### config.mk
export PLATFORM = sky130hd
export DESIGN_NAME = f_subtractor_serial
export DESIGN_NICKNAME = d
export VERILOG_FILES = /design/src/rtl/f_subtractor_serial.sv
export SDC_FILE = /design/constraint.sdc
export NUM_CORES = 1
export LEC_CHECK = 0
export ABC_AREA = 1
export CAP_MARGIN = 20
export CORE_UTILIZATION = 56
export CTS_CLUSTER_DIAMETER = 150
export DETAILED_ROUTE_END_ITERATION = 10
export MAX_ROUTING_LAYER = met4
export PLACE_DENSITY = 0.83
export SETUP_SLACK_MARGIN = 0.15
export SLEW_MARGIN = 5
export SYNTH_ARGS = -nofsm -noshare
export SYNTH_HDL_FRONTEND = slang
export SYNTH_SLANG_ARGS = --single-unit
### constraint.sdc
create_clock -name clk -period 2.58 [get_ports clk]
set_input_delay 0.516 -clock clk [delete_from_list [all_inputs] [get_ports clk]]
set_output_delay 0.516 -clock clk [all_outputs]
set_load 0.01 [all_outputs]
### src/rtl/f_subtractor_serial.sv
// f_subtractor_serial
//   Bit-serial subtractor computing DIFF = A - B - BIN, one bit per clock,
//   LSB first, through a single full-subtractor cell and a borrow flop.
//   The operation takes WIDTH cycles in RUN plus one DONE cycle.
//
//   state | meaning
//   IDLE  | waiting for start; outputs hold the last result
//   RUN   | one bit of the difference produced per cycle
//   DONE  | result valid, done pulses for this single cycle
//
// Ports
//   clk     in   rising-edge clock
//   rst     in   synchronous active-high reset, wins over all inputs
//   start   in   request, sampled only in IDLE
//   ain     in   minuend, captured on accepted start
//   bin_op  in   subtrahend, captured on accepted start
//   bin     in   borrow-in, captured on accepted start
//   busy    out  high in RUN and DONE
//   done    out  one-cycle pulse, result valid
//   dout    out  difference mod 2^WIDTH, held until next accepted start
//   bout    out  final borrow-out (unsigned underflow)
//   ovf     out  signed two's-complement overflow
module f_subtractor_serial #(
    parameter int WIDTH = 8
) (
    input  logic             clk,
    input  logic             rst,
    input  logic             start,
    input  logic [WIDTH-1:0] ain,
    input  logic [WIDTH-1:0] bin_op,
    input  logic             bin,
    output logic             busy,
    output logic             done,
    output logic [WIDTH-1:0] dout,
    output logic             bout,
    output logic             ovf
);

    localparam int CW = $clog2(WIDTH);

    typedef enum logic [1:0] {
        S_IDLE = 2'd0,
        S_RUN  = 2'd1,
        S_DONE = 2'd2
    } state_t;

    state_t           state_q, state_d;
    logic [WIDTH-1:0] a_q, a_d;
    logic [WIDTH-1:0] b_q, b_d;
    logic [WIDTH-1:0] res_q, res_d;
    logic             borrow_q, borrow_d;
    logic [CW-1:0]    cnt_q, cnt_d;
    logic             a_msb_q, a_msb_d;
    logic             b_msb_q, b_msb_d;
    logic             busy_q, busy_d;
    logic             done_q, done_d;
    logic [WIDTH-1:0] dout_q, dout_d;
    logic             bout_q, bout_d;
    logic             ovf_q, ovf_d;

    // Full-subtractor cell on the current LSBs.
    logic             bit_d;
    logic             bit_br;
    logic [WIDTH-1:0] res_next;

    always_comb begin
        bit_d    = a_q[0] ^ b_q[0] ^ borrow_q;
        bit_br   = (~a_q[0] & b_q[0]) | (~(a_q[0] ^ b_q[0]) & borrow_q);
        // New bit enters at the MSB so that after WIDTH shifts the LSB
        // computed first lands in bit 0.
        res_next = {bit_d, res_q[WIDTH-1:1]};
    end

    always_comb begin
        state_d  = state_q;
        a_d      = a_q;
        b_d      = b_q;
        res_d    = res_q;
        borrow_d = borrow_q;
        cnt_d    = cnt_q;
        a_msb_d  = a_msb_q;
        b_msb_d  = b_msb_q;
        busy_d   = busy_q;
        done_d   = 1'b0;
        dout_d   = dout_q;
        bout_d   = bout_q;
        ovf_d    = ovf_q;

        case (state_q)
            S_IDLE: begin
                if (start) begin
                    state_d  = S_RUN;
                    a_d      = ain;
                    b_d      = bin_op;
                    res_d    = '0;
                    borrow_d = bin;
                    cnt_d    = '0;
                    a_msb_d  = ain[WIDTH-1];
                    b_msb_d  = bin_op[WIDTH-1];
                    busy_d   = 1'b1;
                    dout_d   = '0;
                    bout_d   = 1'b0;
                    ovf_d    = 1'b0;
                end
            end
            S_RUN: begin
                a_d      = {1'b0, a_q[WIDTH-1:1]};
                b_d      = {1'b0, b_q[WIDTH-1:1]};
                res_d    = res_next;
                borrow_d = bit_br;
                cnt_d    = cnt_q + CW'(1);
                if (cnt_q == CW'(WIDTH - 1)) begin
                    // Last bit: publish the result directly so the outputs
                    // are already valid during the DONE cycle.
                    state_d = S_DONE;
                    done_d  = 1'b1;
                    dout_d  = res_next;
                    bout_d  = bit_br;
                    ovf_d   = (a_msb_q != b_msb_q) & (bit_d != a_msb_q);
                end
            end
            S_DONE: begin
                state_d = S_IDLE;
                busy_d  = 1'b0;
            end
            default: begin
                state_d = S_IDLE;
                busy_d  = 1'b0;
            end
        endcase
    end

    always_ff @(posedge clk) begin
        if (rst) begin
            state_q  <= S_IDLE;
            a_q      <= '0;
            b_q      <= '0;
            res_q    <= '0;
            borrow_q <= 1'b0;
            cnt_q    <= '0;
            a_msb_q  <= 1'b0;
            b_msb_q  <= 1'b0;
            busy_q   <= 1'b0;
            done_q   <= 1'b0;
            dout_q   <= '0;
            bout_q   <= 1'b0;
            ovf_q    <= 1'b0;
        end else begin
            state_q  <= state_d;
            a_q      <= a_d;
            b_q      <= b_d;
            res_q    <= res_d;
            borrow_q <= borrow_d;
            cnt_q    <= cnt_d;
            a_msb_q  <= a_msb_d;
            b_msb_q  <= b_msb_d;
            busy_q   <= busy_d;
            done_q   <= done_d;
            dout_q   <= dout_d;
            bout_q   <= bout_d;
            ovf_q    <= ovf_d;
        end
    end

    assign busy = busy_q;
    assign done = done_q;
    assign dout = dout_q;
    assign bout = bout_q;
    assign ovf  = ovf_q;

endmodule

* Yosys cells after proc, flatten, opt, wreduce, memory -nomap -nowiden
Cells that the tools add are included.
W data, S select, Z words.
** Word-level totals
- Register bits :: 44
- Input port bits :: 20
- Word-level logic and storage cells :: 60
** Operators by class
- Add/subtract/negate cells :: 1
- Equal/unequal tests :: 6
- Muxes and demuxes :: 23
- Bitwise gates (word level) :: 9
- Reduce and logical (&&, ||, !) cells :: 8
** Operators with widths (count)
- $pmux W8 S2 :: 4
- $mux W8 :: 4
- $pmux W1 S2 :: 4
- $reduce_and A2 Y1 :: 4
- $mux W1 :: 6
- $pmux W3 S2 :: 1
- $mux W2 :: 2
- $ne A2 B2 Y1 const B :: 2
- $pmux W2 S2 :: 1
- $add A3 B1 Y3 const B :: 1
- $and A1 B1 Y1 :: 3
- $eq A3 B3 Y1 const B :: 1
- $mux W3 :: 1
- $not A1 Y1 :: 3
- $reduce_and A3 Y1 :: 1
- $eq A2 B1 Y1 const B :: 1
- $logic_not A2 Y1 :: 1
- $ne A1 B1 Y1 :: 2
- $reduce_bool A2 Y1 :: 1
- $reduce_or A2 Y1 :: 1
- $xor A1 B1 Y1 :: 2
- $or A1 B1 Y1 :: 1

* Logic depth before layout (Yosys ltp)
Gate-level depths: netlist of the first run.
- Depth in word-level cells :: 6
- Mapped depth :: 7
- Depth with buffers taken out :: 7

* Worst setup path before layout of the first run
OpenSTA, ideal clock, no wires.
- Kind :: reg2reg
- Start :: register cnt_q[0]
- End :: register bout_q, in the netlist bout
- Library setup time :: 0.116 ns
- Arrival time :: 1.148 ns
- Path slack :: 1.316 ns
- Cell stages (with the launch flop) :: 8
- Cells stage by stage :: dfxtp_1 ha_1 ha_1 nand3_1 nand2_1 buf_6 o21ai_0 nor2_1
** Between the ends
- Cells in the longest elaborated chain, start to end :: 3
** Ends and longest elaborated chain
- start, declared :: RTL line 52 : logic [CW-1:0] cnt_q, cnt_d;
- start signal, assigned :: RTL line 154 : cnt_q <= cnt_d;
- $eq A3 B3 Y1 :: RTL line 112 : if (cnt_q == CW'(WIDTH - 1)) begin
- $ne A2 B2 Y1 (no source line)
- $reduce_and A3 Y1 (no source line)
- end signal, assigned :: RTL line 160 : bout_q <= bout_d;
- end, declared :: RTL line 58 : logic bout_q, bout_d;
No other way between the ends.
A chain may end at the register's enable or synchronous reset.

* Final worst setup path of the first run
- Start :: register dout_q[0], in the netlist dout[0]
- End :: output port dout[0]
** RTL lines
- start, declared :: RTL line 57 : logic [WIDTH-1:0] dout_q, dout_d;
- start signal, assigned :: RTL line 159 : dout_q <= dout_d;
- end, declared :: RTL line 34 : output logic [WIDTH-1:0] dout,
No word-level cell between the ends.

==> qor.log, run 1 <==
[power_and_ir_drop] combinational share of power 0.150
[critical_path] cells traversed along the worst timing path clkdlybuf4s50_1
[synth] top-area cell type share of the netlist area 0.451
[critical_path] largest stage delay on the critical path 590 ps
[detailed_routing] vias 1,636
[sta] Final Hold Vio Count 0
[cells_and_area] final net count 320
[placement] RD Place Congestion 0.823
[synth] number of warnings printed during yosys synthesis 0
[synth] Unique masters post-synth 24
[min_path] classification of the worst-slack hold path flip-flop to flip-flop
[power_and_ir_drop] part of the power in the clock network 0.327
[detailed_routing] WL per Instance 10.8 um
[clocking] clock tree from TritonCTS done
[critical_path] kind of cell with the highest combined delay on the critical path buffers and inverters
[placement] post-placement cell area 2180 um^2
[sta] Setup TNS 0 ps
[sta] Final Worst Setup Slack 728 ps
[cells_and_area] fin area 2260 um^2
[clocking] Clock transition at path regs 120 ps
[cells_and_area] fraction of final layout cells with drive strength greater than 1 0.0537
[placement] instance count after placement with tap cells included 334
[job] number of max-capacitance violations reported 0
[critical_path] arrival time at the worst endpoint 1340 ps
[critical_path] critical path capture point type primary output
[detailed_routing] DR vias/cell 4.78
[synth] number of nets in the synthesized netlist 295
[critical_path] Buf+Inv Stages, Crit Path 1
[synth] leading cell types by total area after synthesis sky130_fd_sc_hd__dfxtp_1 (45%), sky130_fd_sc_hd__nand2_1 (15%), sky130_fd_sc_hd__nor2_1 (9.8%)
[floorplanning] Die ar. 3650 um^2
[global_routing] global-route wire length before repair 5890 um
[placement] pre-CTS worst setup slack 684 ps
[floorplanning] Die Span X 60.4 um
[cells_and_area] leading cell type in the layout, fill and taps excluded sky130_fd_sc_hd__nand2_1
[clocking] library cell used as clock root buffer sky130_fd_sc_hd__clkbuf_4
[clocking] number of clock sinks 43
[global_routing] via count of the first global-routing pass 1,360
[synth] Yosys reg bits 43
[clocking] htree depth 2
[critical_path] Req. time, crit path 2060 ps
[critical_path] cell with the largest stage delay on the worst path sky130_fd_sc_hd__clkdlybuf4s50_1
[synth] Seq/Total Area, Yosys 0.451
[floorplanning] effective utilization at floorplan 0.606
[run_status] result of the run finished, final reports clean
[detailed_routing] remaining antenna violation count 0
[sta] setup repair after global routing missed its margin false
[cells_and_area] total inserted antenna cells 0
[placement] count of buffers from port buffering 31
[floorplanning] floorplan die height 60.4 um
[detailed_routing] first drt pass iteration count 4
[sta] worst slew pin tran 533 ps
[sta] Max-Slew Margin vs Limit 0.643
[synth] cell area after synthesis 1910 um^2
[global_routing] pin count of the biggest net entering global routing 43
[detailed_routing] drt total wl 3700 um
[power_and_ir_drop] Leakage 0.000965 uW
[power_and_ir_drop] power density over the cells 605 nW/um^2
[sta] final worst-path cycle share 0.718
[clocking] number of buffers added by the clock tree synthesis step 5
[placement] DP HPWL 2540 um
[global_routing] GR Overflow Total 0
[critical_path] CP startpoint kind flip-flop
[sta] final count of negative-setup-slack endpoints 0
[critical_path] crit path kind flip-flop to primary output
[clocking] worst-skew pair later-pin latency 360 ps
[synth] average cell area after synthesis 7.02 um^2
[detailed_routing] DRC 0
[power_and_ir_drop] Internal 1010 uW
[sta] setup skew after layout 5.86 ps
[clocking] # resized after CTS 0
[floorplanning] number of top-level design ports 32
[sta] final number of max-transition violations 0
[sta] timing-limited maximum frequency 540 MHz
[sta] smallest hold slack 478 ps
[cells_and_area] final cell count without fillers 342
[power_and_ir_drop] net switching power of the design 353 uW
[clocking] # hold bufs at CTS 0
[clocking] largest buffer count on any clock path 2
[critical_path] crit-path max FO 2
[floorplanning] Core Area 3150 um^2
[detailed_routing] initial drt markers 88
[synth] cell accounting for the most synthesized area sky130_fd_sc_hd__dfxtp_1
[power_and_ir_drop] switching share of total power 0.258
[cells_and_area] Area growth syn-to-layout 18.4%
[global_routing] Total GRT Usage 0.229
[clocking] setup fix buffers added after clock tree synthesis 0
[global_routing] antenna violations before repair 0
[cells_and_area] commonest cells after routing, fill and taps aside sky130_fd_sc_hd__nand2_1 (75), sky130_fd_sc_hd__nor2_1 (50), sky130_fd_sc_hd__dfxtp_1 (43), sky130_fd_sc_hd__clkdlybuf4s50_1 (31), sky130_fd_sc_hd__inv_1 (28)
[synth] number of instances in the synthesized netlist 272
[power_and_ir_drop] peak supply drop 0.372 mV
[floorplanning] Std-Cell Rows 20
[sta] post-route minimum period 1850 ps
[power_and_ir_drop] sequential fraction of design power 0.523
-- per-layer routing --
metal	wire length [um]	global-route usage	up-vias
met3	120	0.0448	10
met1	1830	0.299	713
li1	-	-	878
met5	0	-	-
met2	1650	0.338	35
met4	95	0.117	0
-- registers in the layout, indices dropped and copies added, names as in the netlist --
| signal | cells |
|---|---|
| a_msb_q | 1 |
| a_q | 8 |
| b_msb_q | 1 |
| b_q | 8 |
| borrow_q | 1 |
| bout | 1 |
| busy | 1 |
| cnt_q | 3 |
| done | 1 |
| dout | 8 |
| ovf | 1 |
| res_q | 7 |
| state_q | 2 |
-- power groups by stage --
stage | Sequential (uW) | Combinational, uW | Clock [uW]
detailed placement | 731 | 205 | 0
finish | 716 | 205 | 447
floorplan | 727 | 156 | 0
global route | 720 | 233 | 491
CTS | 716 | 206 | 456
global placement | 730 | 199 | 0
-- per-stage QoR --
step           utilization  power, uW
2_1_floorplan            -        883
3_3_place_gp         0.690        929
3_5_place_dp         0.690        935
4_1_cts              0.717       1380
5_1_grt              0.717       1440
6_report             0.717       1370
-- worst paths after layout --
path	depth (start not counted)	endpoint	startpoint	slack (ps)
setup / recovery	1	dout[0]	dout[0]	730
setup reg to reg	6	dout[2]	cnt_q[0]	750
hold reg to reg	2	cnt_q[2]	cnt_q[2]	480
hold / removal	2	cnt_q[2]	cnt_q[2]	480
-- cell usage after synthesis --
cell,number
sky130_fd_sc_hd__nand2_1,75
sky130_fd_sc_hd__nor2_1,50
sky130_fd_sc_hd__dfxtp_1,43
sky130_fd_sc_hd__inv_1,28
sky130_fd_sc_hd__a21oi_1,22
sky130_fd_sc_hd__o21ai_0,14
sky130_fd_sc_hd__nand3_1,10
sky130_fd_sc_hd__buf_6,6
sky130_fd_sc_hd__buf_2,5
sky130_fd_sc_hd__and2_1,2
sky130_fd_sc_hd__buf_4,2
sky130_fd_sc_hd__ha_1,2
sky130_fd_sc_hd__inv_2,2
sky130_fd_sc_hd__a21oi_2,1
sky130_fd_sc_hd__buf_1,1
sky130_fd_sc_hd__clkbuf_1,1
sky130_fd_sc_hd__clkinv_1,1
sky130_fd_sc_hd__fa_1,1
sky130_fd_sc_hd__nand2_2,1
sky130_fd_sc_hd__nand2_4,1
sky130_fd_sc_hd__nand4_1,1
sky130_fd_sc_hd__nor3_1,1
sky130_fd_sc_hd__o21a_1,1
sky130_fd_sc_hd__o21ai_4,1
-- final cells by class --
type,count,area [um^2]
sequential,43,861
inverter,31,116
clock inverter,2,35.0
timing repair buffer,33,325
multi-input combinational,183,818
fill,277,891
clock buffer,6,51.3
tap,44,55.1
-- logic make-up (layout without fill, tap and decap cells) --
| logic type | Yosys count | after routing | synth area share |
|---|---|---|---|
| adders and majority gates | 3 | 3 | 0.0236 |
| buffers and inverters | 46 | 72 | 0.121 |
| DFF | 43 | 43 | 0.451 |
| and+or+nand+nor | 141 | 141 | 0.293 |
| AOI/OAI and AO/OA | 39 | 39 | 0.111 |
(Power assumes the default switching activity.)
==> run 2, diff against run 1 <==
--- a/config.mk
+++ b/config.mk
@@ -7,11 +7,11 @@
 export LEC_CHECK = 0
 export ABC_AREA = 1
 export CAP_MARGIN = 20
-export CORE_UTILIZATION = 56
+export CORE_UTILIZATION = 47
 export CTS_CLUSTER_DIAMETER = 150
 export DETAILED_ROUTE_END_ITERATION = 10
 export MAX_ROUTING_LAYER = met4
-export PLACE_DENSITY = 0.83
+export PLACE_DENSITY = 0.75
 export SETUP_SLACK_MARGIN = 0.15
 export SLEW_MARGIN = 5
 export SYNTH_ARGS = -nofsm -noshare
==> constraint.sdc (replaced) <==
create_clock -name clk -period 1.6 [get_ports clk]
set_input_delay 0.32 -clock clk [delete_from_list [all_inputs] [get_ports clk]]
set_output_delay 0.32 -clock clk [all_outputs]
set_load 0.01 [all_outputs]
==> qor.log, run 2 (synthesis results as in run 1) <==
[sta] setup skew after layout 5.55 ps
[critical_path] Worst setup startpoint cnt_q[0]
[critical_path] critical path capture point type flip-flop
[clocking] htree depth 2
[clocking] worst-skew pair later-pin latency 290 ps
[critical_path] kind of cell with the highest combined delay on the critical path adder cells
[detailed_routing] first drt pass iteration count 6
[sta] worst slew pin tran 291 ps
[critical_path] crit path kind flip-flop to flip-flop
[placement] count of buffers from port buffering 31
[global_routing] via count of the first global-routing pass 1,493
[detailed_routing] initial drt markers 105
[power_and_ir_drop] part of the power in the clock network 0.304
[min_path] classification of the worst-slack hold path flip-flop to flip-flop
[critical_path] r2r worst-path depth 6
[cells_and_area] final core occ 0.621
[floorplanning] Die Span X 65.8 um
[min_path] source of the worst hold timing path b_q[7]
[critical_path] capture point of the critical path dout[6]
[sta] Final Hold Vio Count 0
[floorplanning] number of top-level design ports 32
[clocking] number of clock sinks 43
[power_and_ir_drop] combinational share of power 0.164
[critical_path] Worst R2R Setup Slack 280 ps
[detailed_routing] vias 1,679
[cells_and_area] Area growth syn-to-layout 22.6%
[critical_path] largest stage delay on the critical path 330 ps
[power_and_ir_drop] peak supply drop 0.513 mV
[sta] final count of negative-setup-slack endpoints 0
[cells_and_area] fraction of final layout cells with drive strength greater than 1 0.0850
[detailed_routing] post-route met1 wirelength 1800 um
[global_routing] antenna violations before repair 0
[detailed_routing] WL per Instance 10.6 um
[sta] post-route minimum period 1320 ps
[cells_and_area] commonest cells after routing, fill and taps aside sky130_fd_sc_hd__nand2_1 (74), sky130_fd_sc_hd__nor2_1 (50), sky130_fd_sc_hd__dfxtp_1 (43), sky130_fd_sc_hd__inv_1 (28), sky130_fd_sc_hd__a21oi_1 (21)
[power_and_ir_drop] sequential fraction of design power 0.532
[detailed_routing] remaining antenna violation count 0
[critical_path] worst reg2reg path endpoint dout[6]
[global_routing] global-route wire length before repair 6350 um
[critical_path] cells traversed along the worst timing path ha_1 > ha_2 > nand3_2 > buf_6 > nand3_1 > a21oi_2
[placement] RD Place Congestion 0.802
[clocking] clock tree from TritonCTS done
[detailed_routing] met2 routed WL 1780 um
[detailed_routing] DR vias/cell 4.74
[critical_path] number of cells on the critical path 6
[detailed_routing] DRC 0
[cells_and_area] total inserted antenna cells 0
[power_and_ir_drop] net switching power of the design 573 uW
[placement] DP HPWL 2550 um
[global_routing] Total GRT Usage 0.202
[sta] Max-Slew Margin vs Limit 0.806
[job] number of max-capacitance violations reported 0
[critical_path] Buf+Inv Stages, Crit Path 1
[power_and_ir_drop] switching share of total power 0.265
[power_and_ir_drop] Internal 1590 uW
[critical_path] crit-path max FO 10
[power_and_ir_drop] power density over the cells 922 nW/um^2
[detailed_routing] drt total wl 3750 um
[critical_path] cell with the largest stage delay on the worst path sky130_fd_sc_hd__dfxtp_1
[floorplanning] effective utilization at floorplan 0.507
[sta] final number of max-transition violations 0
[clocking] library cell used as clock root buffer sky130_fd_sc_hd__clkbuf_8
[critical_path] arrival time at the worst endpoint 1550 ps
[sta] timing-limited maximum frequency 755 MHz
[run_status] result of the run finished, final reports clean
[placement] instance count after placement with tap cells included 345
[floorplanning] Die ar. 4320 um^2
[global_routing] pin count of the biggest net entering global routing 29
[floorplanning] Core Area 3770 um^2
[clocking] largest buffer count on any clock path 2
[cells_and_area] leading cell type in the layout, fill and taps excluded sky130_fd_sc_hd__nand2_1
[floorplanning] floorplan die height 65.8 um
[critical_path] Critical R2R Launch cnt_q[0]
[detailed_routing] top sig layer met4
[detailed_routing] routed wire length on met3 97 um
[sta] setup repair after global routing missed its margin false
[sta] final worst-path cycle share 0.827
[power_and_ir_drop] Leakage 0.00105 uW
[cells_and_area] final net count 328
[floorplanning] Std-Cell Rows 22
[clocking] number of buffers added by the clock tree synthesis step 5
[critical_path] Req. time, crit path 1830 ps
[critical_path] CP startpoint kind flip-flop
[global_routing] GR Overflow Total 0
[cells_and_area] final cell count without fillers 354
[clocking] Clock transition at path regs 80 ps
## run 2: changes by cell type in the layout (fill, tap and decap cells not counted), moves of 2 or more
cell	change
sky130_fd_sc_hd__clkdlybuf4s50_1	-12
sky130_fd_sc_hd__dlygate4sd2_1	+12
sky130_fd_sc_hd__buf_4	+6
sky130_fd_sc_hd__clkbuf_4	-5
sky130_fd_sc_hd__clkbuf_8	+4
sky130_fd_sc_hd__clkbuf_1	+2
## run 2: worst min path at each step
stage                          end  slack [ps]  depth (start not counted)
after floorplan           res_q[7]         440                          2
after global routing      cnt_q[1]         500                          2
after detailed placement    b_q[7]         460                          2
final                       b_q[7]         470                          2
after CTS                   b_q[7]         470                          2
after global placement    res_q[7]         450                          2
## run 2: cell type report
type                       count  area, um^2
clock buffer                   7        76.3
timing repair buffer          41         387
tap                           48        60.1
sequential                    43         861
fill                         353        1430
multi-input combinational    183         837
inverter                      31         116
clock inverter                 1        5.00
## run 2: routing by layer
metal  global-route usage  up-vias
li1                     -      893
met1                0.229      759
met2                0.335       20
met3               0.0417        7
met4               0.0978        0
met5                    -        -
## run 2: worst min-delay path: stages (launching register included)
cell and delay, ps:
sky130_fd_sc_hd__dfxtp_1 310, sky130_fd_sc_hd__nand2_1 60, sky130_fd_sc_hd__a21oi_1 50
## run 2: what timing repair did
action | CTS | global route
pin swaps | 0 | 1
resized for setup | 13 | 5
buffers inserted | 0 | 1
hold buffers | 0 | 0
setup endpoints to repair | 15 | 8
endpoints found under the hold margin | 0 | 0
## run 2: power groups by stage
stage          Clock [uW]  Combinational (uW)  Sequential [uW]
2_1_floorplan           0                 251             1170
3_3_place_gp            0                 351             1170
3_5_place_dp            0                 357             1180
4_1_cts               670                 355             1150
5_1_grt               712                 405             1160
6_report              656                 355             1150
## run 2: metrics by stage
| step | setup TNS [ps] | hold slack, ps | instance area (um^2) | worst slack, ps | power (uW) |
|---|---|---|---|---|---|
| final | 0 | 466 | 2340 | 276 | 2160 |
| after global routing | 0 | 498 | 2340 | 160 | 2270 |
| after CTS | 0 | 468 | 2310 | 195 | 2170 |
| after detailed placement | -7.35 | 457 | 2250 | -3.90 | 1530 |
| after global placement | 0 | 450 | 2250 | 40.4 | 1520 |
| after floorplan | 0 | 439 | 1910 | 336 | 1420 |
==> run 3, diff against run 2 <==
==> constraint.sdc (replaced) <==
create_clock -name clk -period 1.1 [get_ports clk]
set_input_delay 0.22 -clock clk [delete_from_list [all_inputs] [get_ports clk]]
set_output_delay 0.22 -clock clk [all_outputs]
set_load 0.01 [all_outputs]
==> qor.log, run 3 (synthesis results as in run 1) <==
[detailed_routing] initial drt markers 281
[placement] count of buffers from port buffering 31
[sta] worst slew pin tran 287 ps
[cells_and_area] fraction of final layout cells with drive strength greater than 1 0.553
[clocking] # hold bufs at CTS 0
[global_routing] M1 GR Usage 0.374
[critical_path] arrival time at the worst endpoint 1630 ps
[power_and_ir_drop] switching share of total power 0.323
[critical_path] Critical R2R Launch b_q[0]
[clocking] largest buffer count on any clock path 2
[job] number of max-capacitance violations reported 0
[cells_and_area] Area growth syn-to-layout 86.4%
[floorplanning] Std-Cell Rows 22
[sta] Final Hold Vio Count 0
[detailed_routing] DR vias/cell 5.85
[floorplanning] Die Span X 65.8 um
[sta] Setup TNS -7330 ps
[critical_path] Worst R2R Setup Slack -310 ps
[global_routing] pin count of the biggest net entering global routing 25
[global_routing] global-route met2 utilization 0.489
[critical_path] r2r worst-path depth 7
[min_path] classification of the worst-slack hold path flip-flop to flip-flop
[power_and_ir_drop] peak supply drop 1.13 mV
[critical_path] cells traversed along the worst timing path inv_2 > fa_2 > inv_1 > nand2_1 > nand2_1 > nand3_2 > a21oi_2
[critical_path] Worst setup startpoint b_q[0]
[global_routing] met3 usage in global routing 0.0625
[min_path] source of the worst hold timing path state_q[1]
[clocking] clock tree from TritonCTS done
[detailed_routing] vias 2,335
[floorplanning] effective utilization at floorplan 0.507
[power_and_ir_drop] Leakage 0.00152 uW
[placement] DP HPWL 2690 um
[sta] post-route minimum period 1410 ps
[clocking] htree depth 2
[global_routing] antenna violations before repair 0
[detailed_routing] first drt pass iteration count 4
[power_and_ir_drop] combinational share of power 0.304
[sta] final number of max-transition violations 0
[critical_path] critical path capture point type flip-flop
[detailed_routing] remaining antenna violation count 0
[critical_path] cell with the largest stage delay on the worst path sky130_fd_sc_hd__fa_2
[cells_and_area] commonest cells after routing, fill and taps aside sky130_fd_sc_hd__nand2_1 (49), sky130_fd_sc_hd__buf_6 (31), sky130_fd_sc_hd__nor2_1 (28), sky130_fd_sc_hd__dfxtp_1 (26), sky130_fd_sc_hd__inv_1 (25)
[global_routing] most congested layer reported by global routing met2
[critical_path] crit-path max FO 3
[sta] Final Worst Setup Slack -315 ps
[power_and_ir_drop] net switching power of the design 1290 uW
[placement] RD Place Congestion 0.759
[floorplanning] number of top-level design ports 32
[sta] final count of negative-setup-slack endpoints 42
[critical_path] Worst path most repeated cell sky130_fd_sc_hd__nand2_1
[global_routing] global-route wire length before repair 9480 um
[run_status] result of the run complete, but fails checks
[cells_and_area] leading cell type in the layout, fill and taps excluded sky130_fd_sc_hd__nand2_1
[global_routing] Total GRT Usage 0.308
[power_and_ir_drop] Internal 2700 uW
[critical_path] CP startpoint kind flip-flop
[detailed_routing] drt total wl 8930 um
[clocking] library cell used as clock root buffer sky130_fd_sc_hd__clkbuf_8
[global_routing] via count of the first global-routing pass 1,898
[clocking] number of buffers added by the clock tree synthesis step 5
[detailed_routing] DRC 0
[power_and_ir_drop] sequential fraction of design power 0.425
[clocking] number of clock sinks 43
[sta] setup skew after layout 11.1 ps
[floorplanning] floorplan die height 65.8 um
[clocking] Clock transition at path regs 90 ps
[power_and_ir_drop] power density over the cells 1120 nW/um^2
[clocking] worst-skew pair later-pin latency 310 ps
[critical_path] crit path kind flip-flop to flip-flop
[min_path] Hold Crit Depth 1
[min_path] endpoint of the worst hold-timing path busy
[cells_and_area] total inserted antenna cells 0
[run_status] violations in the final reports negative setup slack
[power_and_ir_drop] part of the power in the clock network 0.271
[critical_path] Req. time, crit path 1310 ps
[critical_path] worst reg2reg path endpoint ovf
[sta] final worst-path cycle share 1.29
[sta] setup repair after global routing missed its margin true
[cells_and_area] final cell count without fillers 399
[sta] smallest hold slack 474 ps
[global_routing] GR Overflow Total 0
[cells_and_area] final core occ 0.945
[detailed_routing] WL per Instance 22.4 um
[sta] Max-Slew Margin vs Limit 0.809
[power_and_ir_drop] total power of the final layout 3990 uW
[cells_and_area] final net count 374
[floorplanning] Die ar. 4320 um^2
[floorplanning] Core Area 3770 um^2
[critical_path] largest stage delay on the critical path 580 ps
[sta] timing-limited maximum frequency 707 MHz
[placement] instance count after placement with tap cells included 352
-- run 3: cell types whose count changed in the layout (fill, tap and decap cells not counted), moves of 17 or more --
| cell | change |
|---|---|
| sky130_fd_sc_hd__a21oi_1 | -20 |
| sky130_fd_sc_hd__a21oi_2 | +19 |
| sky130_fd_sc_hd__buf_6 | +30 |
| sky130_fd_sc_hd__dfxtp_1 | -17 |
| sky130_fd_sc_hd__nand2_1 | -25 |
| sky130_fd_sc_hd__nor2_1 | -22 |
-- run 3: power by group through the flow --
stage	registers (uW)	logic [uW]	clock network [uW]
floorplan	1710	385	0
CTS	1680	836	1030
global route	1700	1270	1120
global placement	1710	570	0
finish	1690	1210	1080
detailed placement	1710	581	0
-- run 3: how the worst max path moves through the flow --
stage,endpoint,cells past startpoint
2_1_floorplan,ovf,5
3_3_place_gp,b_q[0],6
3_5_place_dp,b_q[0],6
4_1_cts,ovf,6
5_1_grt,a_q[1],9
6_report,ovf,7
-- run 3: cell type report --
cell class                      instances  area, um^2
Multi-Input combinational cell        185        1350
Timing Repair Buffer                   85        1040
Sequential cell                        43         890
Fill cell                              96         209
Inverter                               31         131
Clock buffer                            6        82.6
Tap cell                               48        60.1
Clock inverter                          1        5.00
-- run 3: through the flow --
stage,setup slack [ps],cell area [um^2]
global placement,-314,2410
floorplan,-129,2010
detailed placement,-356,2410
CTS,-206,3060
finish,-315,3560
global route,-419,3560
-- run 3: routing by layer --
layer	vias up	routed length, um	share of wire
li1	994	-	-
met1	1097	3260	0.37
met2	183	4200	0.47
met3	61	905	0.10
met4	0	561	0.063
met5	-	0	0
-- run 3: repair_timing --
item	CTS	global route
setup buffers	15	17
gates cloned	7	1
pin swaps	27	43
resized for setup	141	102
endpoints found under the hold margin	0	0
setup endpoints to repair	54	54
-- run 3: critical path, delay by kind of cell (launching register included) --
kind | cells | cell delay (ps)
AND/OR/NAND/NOR | 3 | 230
adder cells (fa/ha/maj) | 1 | 580
flip-flops | 1 | 340
AO/OA/AOI/OAI | 1 | 50
buffers and inverters | 2 | 110
